### src/rtl/parallel_rx_interface.sv
// parallel_rx_interface
// Receiver end of the 8-bit parallel frame link. Conditions the link strobe,
// frame flag and byte bus, writes each captured byte to the frame buffer and
// checks the received byte count against the programmed frame length.
//
// Build option: define PARALLEL_RX_SYNC_EN when the link is in a clock domain
// unrelated to CLK. This adds a 2-flop synchronizer plus an edge-detect stage,
// giving a latency of 3. Without it there is a single input register and the
// latency is 1; use that only when the link is driven from CLK.
module parallel_rx_interface #(
   parameter int CNT_W = 16
) (
   input  logic             CLK,
   input  logic             RESET,
   input  logic             DATA_IN_CLK,
   input  logic             FLAG_FRAME_IN,
   input  logic [7:0]       DATA_IN,
   input  logic [CNT_W-1:0] FRAME_LENGTH,
   input  logic             ERROR_CLR,
   output logic             WRITE_EN,
   output logic [CNT_W-1:0] WRITE_ADDR,
   output logic [7:0]       WRITE_DATA,
   output logic [CNT_W-1:0] RX_COUNT,
   output logic             FRAME_DONE,
   output logic             FRAME_ERROR
);

`ifdef PARALLEL_RX_SYNC_EN
   localparam int STAGES = 3;
`else
   localparam int STAGES = 1;
`endif

   typedef enum logic [1:0] {IDLE, RECEIVE, DONE, ERROR} state_t;

   state_t           state, nxt;
   logic [9:0]       pipe [STAGES];
   logic             clk_s, flag_s, clk_h, flag_h;
   logic [7:0]       data_s;
   logic             clk_rise, flag_rise;
   logic [CNT_W-1:0] len_q;
   logic [CNT_W-1:0] cnt_inc;
   logic             frame_start, accept, done_d, err_d;

   // Strobe, flag and byte move through one shared pipeline, so they stay
   // aligned. The pipeline is not reset, so it keeps tracking the pins
   // through reset.
   always_ff @(posedge CLK) begin
      pipe[0] <= {DATA_IN_CLK, FLAG_FRAME_IN, DATA_IN};
      for (int i = 1; i < STAGES; i++)
         pipe[i] <= pipe[i-1];
   end

   assign clk_s  = pipe[STAGES-1][9];
   assign flag_s = pipe[STAGES-1][8];
   assign data_s = pipe[STAGES-1][7:0];

   // Edge-detect history always tracks the last stage, including during
   // reset. A flag that is already high through reset therefore produces no
   // frame start.
   always_ff @(posedge CLK) begin
      clk_h  <= clk_s;
      flag_h <= flag_s;
   end

   assign clk_rise  = clk_s & ~clk_h;
   assign flag_rise = flag_s & ~flag_h;
   assign cnt_inc   = RX_COUNT + CNT_W'(1);

   // State register
   always_ff @(posedge CLK) begin
      if (RESET) state <= IDLE;
      else       state <= nxt;
   end

   // Next-state logic. A frame start that coincides with ERROR_CLR is
   // discarded.
   always_comb begin
      nxt = state;
      case (state)
         IDLE:
            if (flag_rise && !ERROR_CLR)
               nxt = (FRAME_LENGTH == '0) ? DONE : RECEIVE;
         RECEIVE:
            if (!flag_s)                              nxt = ERROR;  // short frame
            else if (clk_rise && (cnt_inc == len_q))  nxt = DONE;
         DONE:
            if (!flag_s)       nxt = IDLE;
            else if (clk_rise) nxt = ERROR;                         // overrun
         ERROR:
            if (ERROR_CLR)     nxt = IDLE;
         default:              nxt = IDLE;
      endcase
   end

   // Output decode. The result is registered below, so FRAME_DONE rises on
   // the same edge as the final write. FRAME_DONE also holds through IDLE
   // after a good frame.
   always_comb begin
      frame_start = (state == IDLE) && (nxt != IDLE);
      accept      = (state == RECEIVE) && flag_s && clk_rise;
      done_d      = (nxt == DONE) || ((nxt == IDLE) && FRAME_DONE);
      err_d       = (nxt == ERROR);
   end

   // Registered outputs, byte counter and latched frame length
   always_ff @(posedge CLK) begin
      if (RESET) begin
         WRITE_EN    <= 1'b0;
         WRITE_ADDR  <= '0;
         WRITE_DATA  <= '0;
         RX_COUNT    <= '0;
         FRAME_DONE  <= 1'b0;
         FRAME_ERROR <= 1'b0;
         len_q       <= '0;
      end else begin
         WRITE_EN    <= accept;
         FRAME_DONE  <= done_d;
         FRAME_ERROR <= err_d;
         if (frame_start) begin
            len_q    <= FRAME_LENGTH;
            RX_COUNT <= '0;
         end
         if (accept) begin
            WRITE_ADDR <= RX_COUNT;
            WRITE_DATA <= data_s;
            RX_COUNT   <= cnt_inc;
         end
      end
   end

endmodule

### config.mk
export PLATFORM = sky130hd
export DESIGN_NAME = parallel_rx_interface
export DESIGN_NICKNAME = d
export VERILOG_FILES = /design/src/rtl/parallel_rx_interface.sv
export SDC_FILE = /design/constraint.sdc
export NUM_CORES = 1
export LEC_CHECK = 0
export CORE_MARGIN = 2
export CORE_UTILIZATION = 35
export CTS_CLUSTER_DIAMETER = 120
export DETAILED_ROUTE_END_ITERATION = 8
export HOLD_SLACK_MARGIN = 0.02
export PLACE_DENSITY = 0.62
export SKIP_CTS_REPAIR_TIMING = 1
export SLEW_MARGIN = 20
export SYNTH_ARGS = -nofsm -noshare
export SYNTH_HDL_FRONTEND = slang
export SYNTH_SLANG_ARGS = --single-unit
### constraint.sdc
create_clock -name CLK -period 3.9 [get_ports CLK]
set_input_delay 0.585 -clock CLK [delete_from_list [all_inputs] [get_ports CLK]]
set_output_delay 0.585 -clock CLK [all_outputs]
set_load 0.02 [all_outputs]
==> results.sh <==
export IMPL_core_um2=8760
export IMPL_place_hpwl_um=5870
export IMPL_htree_levels=3
export IMPL_rsz0062_at_grt="false"
export IMPL_cts_root_buf="clkbuf_8"
export IMPL_fin_nets=488
export IMPL_firstDrtPassIters=4
export IMPL_max_cap_viol_count=0
export IMPL_cts_buffers=9
export IMPL_fillers=879
export IMPL_cp_slowest_stage_delay_ns=0.65
export IMPL_final_layout_size_suffix_gt1_share_pct=6.26
export IMPL_cp_top_family="simple AND/OR/NAND/NOR gates"
export IMPL_path_cells="nand3_1 -> or4_4 -> a32o_1 -> or4_1 -> nor4_2 -> o21a_2 -> a21boi_2"
export IMPL_synth_ff_type="dfxtp_1"
export IMPL_die_y_um=99.1
export IMPL_setup_violations=0
export IMPL_cts_tree="built"
export IMPL_ir_drop_mv=0.199
export IMPL_synthSimpleGateAreaFrac_pct=27.2
export IMPL_power_density_nw_per_um2=392
export IMPL_vias=2958
export IMPL_total_power_mw=1.63
export IMPL_slew_headroom_pct=44.5
export IMPL_insertion_delay_ns=0.35
export IMPL_ys_types=45
export IMPL_viasPerCell=5.18
export IMPL_leakage_nw=1.39
export IMPL_cts_sinks=73
export IMPL_wirelength_um=8290
export IMPL_worst_pin_slew_ns=0.825
export IMPL_ys_ff_latch=73
export IMPL_netlist_area_um2=3170
export IMPL_synth_area_mux_share_pct=0
export IMPL_synth_adder_area_share_pct=0.395
export IMPL_synth_cells=401
export IMPL_drc=0
export IMPL_drv_slew=0
export IMPL_synth_edff_count=0
export IMPL_cp_slowest_cell="or4_4"
export IMPL_outcome="finished, final reports clean"
export IMPL_drt_wirelength_per_cell_um=14.5
export IMPL_dp_cells=555
export IMPL_syn_avg_cell_area_um2=7.90
export IMPL_stdcell_count=571
export IMPL_io_buffers=71
export IMPL_timing_final_crit_period_ns=3.02
export IMPL_fmax_ghz=0.331
export IMPL_grt_pass1_wl_um=13500
export IMPL_synth_xor_area_share_pct=5.25
export IMPL_finalSetupTns_ns=0
export IMPL_finish_utilization_pct=47.5
export IMPL_grt_overflow_total=0
export IMPL_async_flop_share_pct=0
export IMPL_min_path_type="reg -> reg"
export IMPL_worst_clock_skew_ns=0.00543
export IMPL_cp_end_kind="flop"
export IMPL_ant_nets=0
export IMPL_crit_type="reg -> reg"
export IMPL_synth_top_family_by_area="simple AND/OR/NAND/NOR gates"
export IMPL_area_growth_pct=31.3
export IMPL_grt_max_degree=47
export IMPL_hold_viol_final=0
export IMPL_die_w_um=99.1
export IMPL_worstPathMaxFanout=12
export IMPL_drt_iter0_drc=122
export IMPL_crit_buf_inv=0
export IMPL_grt_antenna_before_repair=0
export IMPL_ys_warn_count=0
export IMPL_grtUsageTotal_pct=17.3
export IMPL_io_pins=72
export IMPL_antenna_cells=0
export IMPL_fin_hold_ws_ns=0.350
export IMPL_clk_pin_slew_ns=0.08
export IMPL_initial_core_util_pct=36.2
export IMPL_start_kind="flop"
export IMPL_fin_crit_sh_pct=77.6
export IMPL_place_gp_congestion=0.878
export IMPL_first_global_vias=2746
export IMPL_cp_data_arrival_time_ns=3.32
export IMPL_synth_compound_area_share_pct=16.7
export IMPL_cp_required_ns=4.19
export IMPL_ys_seq_area_share_pct=46.1
export IMPL_synth_fp_nets=431
export IMPL_dieArea_um2=9830
export IMPL_rows=34
export IMPL_cts_path_max_buffers=2
[flip-flops by register name (all words and copies together) (netlist names)]
signal / flops
flag_h: 1
WRITE_DATA: 8
pipe: 10
len_q: 16
FRAME_ERROR: 1
clk_h: 1
state: 2
WRITE_EN: 1
FRAME_DONE: 1
WRITE_ADDR: 16
RX_COUNT: 16
[placed cells by master (no fill, tap or decap), drive strengths merged, types with 2 or more instances in the layout]
master,n
and3,3
nor3b,3
nor2,31
inv,4
bufinv,3
a31oi,3
clkbuf,9
xor2,6
nor3,6
o2111ai,5
nor4,11
nand2,100
a21oi,54
nor2b,4
nand3,12
nand3b,2
or4,2
and4,2
nand4,6
clkdlybuf4s50,70
buf,5
a311oi,3
xnor2,13
a22oi,3
clkinv,3
o21ai,12
a21boi,2
dfxtp,73
o21a,2
[worst register-to-register path: stages (launching register included)]
cell and delay, ns:
dfxtp_1 0.56, nand3_1 0.39, or4_4 0.65, a32o_1 0.22, or4_1 0.42, nor4_2 0.37
o21a_2 0.22, a21boi_2 0.14
[through the flow]
step	instance area [um2]	setup slack [ns]
4_1_cts	4160	0.886
5_1_grt	4160	0.646
2_1_floorplan	3170	1.26
3_3_place_gp	3920	1.03
6_report	4160	0.875
3_5_place_dp	3920	0.922
[layer usage]
metal	part of all wire (%)	wire, um	global-route usage (%)
met2	50	4170	29.6
met4	1.7	138	5.69
met3	5.7	470	4.64
met5	0	0	0
met1	42	3510	21.1
[Yosys cell counts (2+ instances only)]
master / instances / share of area (%)
buf_4: 3 / 0.71
buf_2: 5 / 0.79
a22oi_1: 3 / 0.71
nor3_1: 6 / 0.95
o21ai_0: 12 / 1.9
inv_1: 3 / 0.36
a311oi_1: 3 / 0.83
and3_1: 3 / 0.59
nor2_1: 31 / 3.7
nand4_1: 5 / 0.99
nand2_1: 100 / 12
clkbuf_1: 19 / 2.3
dfxtp_1: 73 / 46
o2111ai_1: 5 / 1.4
xnor2_1: 13 / 3.6
nor4_1: 10 / 2.0
a21oi_1: 54 / 8.5
nor3b_1: 3 / 0.71
nand3_1: 12 / 1.9
buf_1: 2 / 0.24
a31oi_1: 3 / 0.59
nand3b_1: 2 / 0.47
xor2_1: 6 / 1.7
nor2b_1: 4 / 0.79
[logic make-up (layout without fill, tap and decap cells)]
| group | Yosys count | after routing |
|---|---|---|
| AND/OR/NAND/NOR | 186 | 186 |
| AO/OA/AOI/OAI | 90 | 90 |
| flip-flops | 73 | 73 |
| buffers and inverters | 32 | 94 |
| XOR/XNOR | 19 | 19 |
| adder cells (fa/ha/maj) | 1 | 1 |
[report_power, final]
| group | switching (mW) | internal (mW) | leakage, nW |
|---|---|---|---|
| Clock | 0.294 | 0.426 | 0.124 |
| Combinational | 0.0673 | 0.0618 | 0.677 |
| Sequential | 0.0167 | 0.765 | 0.594 |
| Total | 0.378 | 1.25 | 1.39 |
[final timing paths]
| check | startpoint | endpoint | slack [ns] | cells past startpoint |
|---|---|---|---|---|
| setup reg to reg | RX_COUNT[4] | FRAME_DONE | 0.88 | 7 |
| hold / removal | pipe[0][9] | clk_h | 0.35 | 0 |
| hold reg to reg | pipe[0][9] | clk_h | 0.35 | 0 |
| setup / recovery | RX_COUNT[4] | FRAME_DONE | 0.88 | 7 |
[layout make-up]
cell class / instances / area [um2] / share of cell area, %
Timing Repair Buffer: 75 / 736 / 17.7
Sequential cell: 73 / 1460 / 35.1
Multi-Input combinational cell: 296 / 1570 / 37.8
Clock inverter: 7 / 118 / 2.83
Tap cell: 108 / 135 / 3.25
Clock buffer: 9 / 124 / 2.98
Inverter: 3 / 11.3 / 0.271
Note: power is estimated with default switching activity, not from simulation.
